File: src/rtl/parking_occupancy_tracker.sv
// Parking-lot occupancy counter fed by enter/exit events, with saturating binary count,
// incrementally maintained two-digit BCD copy, full/empty status, reject pulse and sticky underflow.
module parking_occupancy_tracker #(
    parameter int unsigned CAPACITY = 20,
    parameter int unsigned WIDTH    = 7
) (
    input  logic             clk,
    input  logic             rst,
    input  logic             clr,
    input  logic             enter,
    input  logic             exit,
    output logic [WIDTH-1:0] count,
    output logic [3:0]       bcd_tens,
    output logic [3:0]       bcd_ones,
    output logic             full,
    output logic             empty,
    output logic             reject,
    output logic             err_underflow
);

    // State encoding carries the status directly: bit1 = full, bit0 = empty.
    localparam logic [1:0] ST_PARTIAL = 2'b00;
    localparam logic [1:0] ST_EMPTY   = 2'b01;
    localparam logic [1:0] ST_FULL    = 2'b10;

    localparam logic [WIDTH-1:0] CAP_M1 = WIDTH'(CAPACITY - 1);

    logic [1:0]       r_state;
    logic [WIDTH-1:0] r_count;
    logic [3:0]       r_tens;
    logic [3:0]       r_ones;
    logic             r_reject;
    logic             r_err;
    logic             r_enter_q;
    logic             r_exit_q;

    logic [1:0]       w_state_nx;
    logic [WIDTH-1:0] w_count_nx;
    logic [3:0]       w_tens_nx;
    logic [3:0]       w_ones_nx;
    logic             w_reject_nx;
    logic             w_err_nx;
    logic             w_inc_ev;
    logic             w_dec_ev;

    assign w_inc_ev = enter & ~r_enter_q;
    assign w_dec_ev = exit  & ~r_exit_q;

    // State and datapath registers.
    always_ff @(posedge clk or posedge rst) begin
        if (rst) begin
            r_state   <= ST_EMPTY;
            r_count   <= '0;
            r_tens    <= 4'd0;
            r_ones    <= 4'd0;
            r_reject  <= 1'b0;
            r_err     <= 1'b0;
            r_enter_q <= 1'b0;
            r_exit_q  <= 1'b0;
        end else begin
            r_state   <= w_state_nx;
            r_count   <= w_count_nx;
            r_tens    <= w_tens_nx;
            r_ones    <= w_ones_nx;
            r_reject  <= w_reject_nx;
            r_err     <= w_err_nx;
            r_enter_q <= enter;
            r_exit_q  <= exit;
        end
    end

    // Next-state and datapath update in priority order: clear, net-zero, inc, dec.
    always_comb begin
        w_state_nx  = r_state;
        w_count_nx  = r_count;
        w_tens_nx   = r_tens;
        w_ones_nx   = r_ones;
        w_reject_nx = 1'b0;
        w_err_nx    = r_err;

        if (clr) begin
            w_state_nx = ST_EMPTY;
            w_count_nx = '0;
            w_tens_nx  = 4'd0;
            w_ones_nx  = 4'd0;
            w_err_nx   = 1'b0;
        end else if (w_inc_ev && !w_dec_ev) begin
            if (r_state == ST_FULL) begin
                w_reject_nx = 1'b1;
            end else begin
                w_count_nx = r_count + WIDTH'(1);
                if (r_ones == 4'd9) begin
                    w_ones_nx = 4'd0;
                    w_tens_nx = r_tens + 4'd1;
                end else begin
                    w_ones_nx = r_ones + 4'd1;
                end
                w_state_nx = (r_count == CAP_M1) ? ST_FULL : ST_PARTIAL;
            end
        end else if (w_dec_ev && !w_inc_ev) begin
            if (r_state == ST_EMPTY) begin
                w_err_nx = 1'b1;
            end else begin
                w_count_nx = r_count - WIDTH'(1);
                if (r_ones == 4'd0) begin
                    w_ones_nx = 4'd9;
                    w_tens_nx = r_tens - 4'd1;
                end else begin
                    w_ones_nx = r_ones - 4'd1;
                end
                w_state_nx = (r_count == WIDTH'(1)) ? ST_EMPTY : ST_PARTIAL;
            end
        end
    end

    assign count         = r_count;
    assign bcd_tens      = r_tens;
    assign bcd_ones      = r_ones;
    assign full          = r_state[1];
    assign empty         = r_state[0];
    assign reject        = r_reject;
    assign err_underflow = r_err;

endmodule

File: config.mk
export PLATFORM = sky130hd
export DESIGN_NAME = parking_occupancy_tracker
export DESIGN_NICKNAME = d
export VERILOG_FILES = /design/src/rtl/parking_occupancy_tracker.sv
export SDC_FILE = /design/constraint.sdc
export NUM_CORES = 1
export LEC_CHECK = 0
export BUFFER_PORTS_ARGS = -buffer_cell sky130_fd_sc_hd__clkbuf_2
export CORE_ASPECT_RATIO = 2
export CORE_MARGIN = 2
export CORE_UTILIZATION = 50
export CTS_CLUSTER_SIZE = 14
export DETAILED_ROUTE_END_ITERATION = 8
export HOLD_SLACK_MARGIN = 0.1
export PLACE_DENSITY_LB_ADDON = 0.05
export SYNTH_ARGS = -nofsm -noshare
export SYNTH_HDL_FRONTEND = slang
export SYNTH_SLANG_ARGS = --single-unit
File: constraint.sdc
create_clock -name clk -period 2.1 [get_ports clk]
set_clock_uncertainty 0.05 [all_clocks]
set_input_delay 0.105 -clock clk [delete_from_list [all_inputs] [get_ports clk]]
set_output_delay 0.105 -clock clk [all_outputs]
set_load 0.05 [all_outputs]
=== After elaboration in Yosys (flattened, before gate mapping) ===
Cells that the tools add are included.

* Equal/unequal tests: 9
* Bitwise operators: 4
* Reductions and logical operators: 12
* Multiplexer cells: 33
* Add/sub/neg operators: 6

{| class="wikitable"
|+ Operators by type and width
! operator !! number
|-
| $mux W4 || 14
|-
| $mux W7 || 5
|-
| $mux W2 || 6
|-
| $add A4 B1 Y4 const B || 2
|-
| $mux W1 || 8
|-
| $sub A4 B1 Y4 const B || 2
|-
| $add A7 B1 Y7 const B || 1
|-
| $eq A7 B1 Y1 const B || 1
|-
| $eq A7 B5 Y1 const B || 1
|-
| $sub A7 B1 Y7 const B || 1
|-
| $ne A3 B3 Y1 const B || 2
|-
| $reduce_and A3 Y1 || 2
|-
| $reduce_bool A3 Y1 || 2
|-
| $reduce_and A5 Y1 || 1
|-
| $eq A4 B4 Y1 const B || 1
|-
| $logic_not A4 Y1 || 1
|-
| $reduce_bool A2 Y1 || 2
|-
| $ne A3 B2 Y1 const B || 1
|-
| $and A1 B1 Y1 || 2
|-
| $eq A2 B1 Y1 const B || 1
|-
| $eq A2 B2 Y1 const B || 1
|-
| $logic_and A1 B1 Y1 || 2
|-
| $logic_not A1 Y1 || 2
|-
| $ne A2 B2 Y1 const B || 1
|-
| $not A1 Y1 || 2
|}

* Flip-flop bits (word level): 21
* Bits of input ports: 5
* Word-level logic and storage cells: 72

=== Longest topological paths before layout ===
* Depth in word-level cells: 7
* Mapped depth: 9
* Gate-level depth less buffers: 8

=== Worst setup path after synthesis ===
Ideal clock, no wire load.

* Path kind: flip-flop to flip-flop
* Start: register r_ones[0] (netlist: bcd_ones[0])
* End: register r_tens[3] (netlist: bcd_tens[3])
* Arrival time: 2.015 ns
* Cell stages (with the launch flop): 8
* Required time: 1.925 ns
* Buffers on the path: 0
* Setup slack: -0.090 ns
* Clock period less this slack: 2.190 ns
* Cells stage by stage: dfrtp_1 > inv_1 > ha_1 > nor3b_1 > a21boi_1 > o22ai_2 > a21oi_1 > mux2_2

* Word-level cells in the longest chain between the ends: 3
* Elaborated cells between the ends (all ways): 5
* Those cells by class: eq/ne (2); reduce/logical (3)

{| class="wikitable"
|+ Ends and longest elaborated chain
! what !! line !! text
|-
| from (decl) || 31 || <nowiki>logic [3:0] r_ones;</nowiki>
|-
| from (signal assigned) || 64 || <nowiki>r_ones <= w_ones_nx;</nowiki>
|-
| $eq A4 B4 Y1 / $logic_not A4 Y1 (equally long branches) || 92, 105 ||
|-
| $ne A3 B2 Y1 (no source line) / $reduce_bool A3 Y1 (equally long branches) || n/a ||
|-
| $reduce_and A5 Y1 (no source line) (*) || n/a ||
|-
| to (signal assigned) || 63 || <nowiki>r_tens <= w_tens_nx;</nowiki>
|-
| to (decl) || 30 || <nowiki>logic [3:0] r_tens;</nowiki>
|}

Every way passes the cells marked *; elsewhere a longest branch is shown, timed or not.
A chain may end at the register's enable or synchronous reset.

=== Worst setup path after layout ===
* Start: register r_count[1] (netlist: count[1])
* End: register r_count[6] (netlist: count[6])

* Word-level cells in the longest chain between the ends: 5
* Elaborated cells between the ends (all ways): 7
* Those cells by class: add/sub (2); mux (5)

{| class="wikitable"
|+ Ends and longest elaborated chain
! what !! line !! text
|-
| from (decl) || 29 || <nowiki>logic [WIDTH-1:0] r_count;</nowiki>
|-
| from (signal assigned) || 62 || <nowiki>r_count <= w_count_nx;</nowiki>
|-
| $sub A7 B1 Y7 || 104 || <nowiki>w_count_nx = r_count - WIDTH'(1);</nowiki>
|-
| $mux W7 || 101 || <nowiki>if (r_state == ST_EMPTY) begin</nowiki>
|-
| $mux W7 || 100 || <nowiki>end else if (w_dec_ev && !w_inc_ev) begin</nowiki>
|-
| $mux W7 (*) || 87 || <nowiki>end else if (w_inc_ev && !w_dec_ev) begin</nowiki>
|-
| $mux W7 (*) || 81 || <nowiki>if (clr) begin</nowiki>
|}

Every way passes the cells marked *; elsewhere a longest branch is shown, timed or not. The select of a mux whose other input is x is not followed.

==> impl_metrics.env <==
export IMPL_path_cells="inv_1, ha_1, or3b_2, a221oi_2, mux2_1"
export IMPL_max_slew_margin=0.475
export IMPL_clock_path_buffers=2
export IMPL_synth_ff_type="dfrtp_1"
export IMPL_grt_pass1_wl_um=6170
export IMPL_p_sw_mw=0.667
export IMPL_max_stage_delay_ns=0.49
export IMPL_synth_nets=169
export IMPL_cts_tree="done"
export IMPL_top_usage_layer="met2"
export IMPL_cts_inserted_buffers=3
export IMPL_synth_top_cell_area_share=0.342
export IMPL_grt_use_total=0.241
export IMPL_grt_util_met1=0.266
export IMPL_path_class="reg -> reg"
export IMPL_drt_iter0_drc=26
export IMPL_tightestPinTransition_ns=0.787
export IMPL_intPower_mw=0.842
export IMPL_wire_per_inst_um=16.6
export IMPL_grt_util_met3=0.0135
export IMPL_pwr_density_cell_mw_per_mm2=868
export IMPL_hp_class="in -> reg"
export IMPL_h_tree_depth=1
export IMPL_drc_errors=0
export IMPL_grt_remaining_overflow=0
export IMPL_path_buf_inv=1
export IMPL_yosysWarnings=0
export IMPL_vias=1274
export IMPL_swShare=0.442
export IMPL_nets=200
export IMPL_synth_async_reset_ratio=1.00
export IMPL_rows=27
export IMPL_drt_wl_total_um=3560
export IMPL_diodes=0
export IMPL_die_area_mm2=0.00340
export IMPL_period_share=0.964
export IMPL_start_kind="flop"
export IMPL_cp_depth=5
export IMPL_place_gp_congestion=0.895
export IMPL_final_area_mm2=0.00174
export IMPL_seq_area_frac_synth=0.360
export IMPL_power_leakage_nw=0.796
export IMPL_worstPathArrival_ns=2.13
export IMPL_cts_sinks=21
export IMPL_numPortBuffers=23
export IMPL_ant_nets=0
export IMPL_syn_inst=155
export IMPL_p_comb_frac=0.445
export IMPL_setup_slack_ns=0.0755
export IMPL_finalPower_mw=1.51
export IMPL_finish_utilization=0.627
export IMPL_path_clk_slew_ns=0.08
export IMPL_worst_path_max_fanout=6
export IMPL_die_w_um=42.3
export IMPL_ir_drop_v=0.000412
export IMPL_hold_viol_final=0
export IMPL_antenna_found_initial=0
export IMPL_synth_most_common_cell="dfrtp_1"
export IMPL_initial_core_util=0.528
export IMPL_reg2regPathDepth=5
export IMPL_status="finished clean"
export IMPL_cp_slowest_cell="or3b_2"
export IMPL_grt_max_degree=26
export IMPL_dp_slack_ns=0.0468
export IMPL_synth_edff_count=0
export IMPL_yosysTopAreaCell="dfrtp_1"
export IMPL_use_met2=0.446
export IMPL_ys_top_cells_by_area="dfrtp_1 (34%), ha_1 (7.7%), nor2_1 (4.1%), nor2b_1 (3.4%), a21oi_1 (3.1%)"
export IMPL_pwr_share_clk=0.178
export IMPL_grt_pass1_vias=1294
export IMPL_first_pass_iters=4
export IMPL_core_area_mm2=0.00277
export IMPL_dp_hpwl_um=2680
export IMPL_layout_min_cycle_time_ns=2.02
export IMPL_ios=24
export IMPL_whs_path_depth=2
export IMPL_die_h_um=80.5
export IMPL_power_frac_seq=0.377
export IMPL_maxSlewViolCount=0
export IMPL_dpl_instance_area_mm2=0.00162
export IMPL_setup_viol=0
export IMPL_synth_common_cells="dfrtp_1 (20), nor2_1 (16), a21oi_1 (9), ha_1 (9)"
export IMPL_drive_gt1_frac=0.314
export IMPL_root_buffer="clkbuf_8"
export IMPL_end_kind="flop"
export IMPL_ys_types=52
export IMPL_critical_path_top_delay_family="simple AND/OR/NAND/NOR gates"
export IMPL_netlist_area_mm2=0.00146
export IMPL_required_ns=2.20
export IMPL_maxCapViolations=0
export IMPL_clk_latency_ns=0.26
export IMPL_synth_avg_cell_area_um2=9.44
export IMPL_synth_seq_cells=21
export IMPL_max_freq_ghz=0.494
export IMPL_viasPerCell=5.95
export IMPL_synthToLayoutAreaGrowth_pct=18.7
-- logic make-up after synthesis --
family,share of synthesized area
xor gates and xnor gates,0.0359
and+or+nand+nor,0.256
muxes,0.0368
DFF,0.360
adders and majority gates,0.0769
AOI/OAI and AO/OA,0.185
buffers and inverters,0.0487
-- cell type report --
cell class                 count  area, um^2
fill                         261        1030
clock buffer                   4        45.0
tap                           29        36.3
sequential                    21         532
timing repair buffer          34         205
inverter                       6        22.5
multi-input combinational    120         897
-- sequential cells by signal, summed over array words and instances (netlist names) --
name           cells
bcd_ones           4
bcd_tens           4
count              7
err_underflow      1
r_enter_q          1
r_exit_q           1
r_state            2
reject             1
-- power groups by stage --
stage	Clock [mW]	Sequential, mW	Combinational [mW]
final	0.268	0.569	0.671
after global routing	0.298	0.584	0.730
after CTS	0.274	0.565	0.658
after detailed placement	0	0.573	0.651
after global placement	0	0.571	0.644
after floorplan	0	0.749	0.311
-- layout by cell type (no fill, tap or decap), types with 4 or more instances in the layout --
cell type	n
clkbuf_2	23
a21oi_1	9
inv_1	5
dfrtp_2	4
nor2b_1	8
o21ai_0	8
ha_1	7
nor3_1	4
nand3_1	6
dfrtp_1	16
buf_4	8
nor2_1	16
-- per-stage QoR --
| step | cells | setup TNS, ns | hold slack, ns |
|---|---|---|---|
| final | 214 | 0 | 0.314 |
| after global routing | 214 | -0.0189 | 0.360 |
| after CTS | 213 | 0 | 0.318 |
| after detailed placement | 206 | 0 | 0.221 |
| after global placement | 206 | 0 | 0.227 |
| after floorplan | 155 | 0 | 0.0305 |
-- repair_timing --
item,4_1_cts,5_1_grt
endpoints found under the hold margin,22,0
hold buffers,3,0
setup buffers,0,1
resized for setup,0,5
setup endpoints to repair,0,4
-- worst paths after layout --
path                               start             to  slack, ns
setup / recovery                count[1]       count[6]       0.08
setup reg to reg                count[1]       count[6]       0.08
min in group asynchronous            rst         reject       0.47
hold reg to reg            err_underflow  err_underflow       0.45
max in group asynchronous            rst       count[1]       0.99
hold / removal                       clr    bcd_ones[0]       0.31
-- routing by layer --
layer | vias to the layer above | wire [um]
met5 | - | 0
met1 | 624 | 1400
met2 | 23 | 1990
li1 | 618 | -
met4 | 0 | 110
met3 | 9 | 57
-- worst register-to-register path, cell delays in order (launching register included) --
cell	delay [ns]
dfrtp_2	0.44
inv_1	0.11
ha_1	0.17
or3b_2	0.49
a221oi_2	0.31
mux2_1	0.34
No activity file was read; power rests on OpenSTA's default activity.
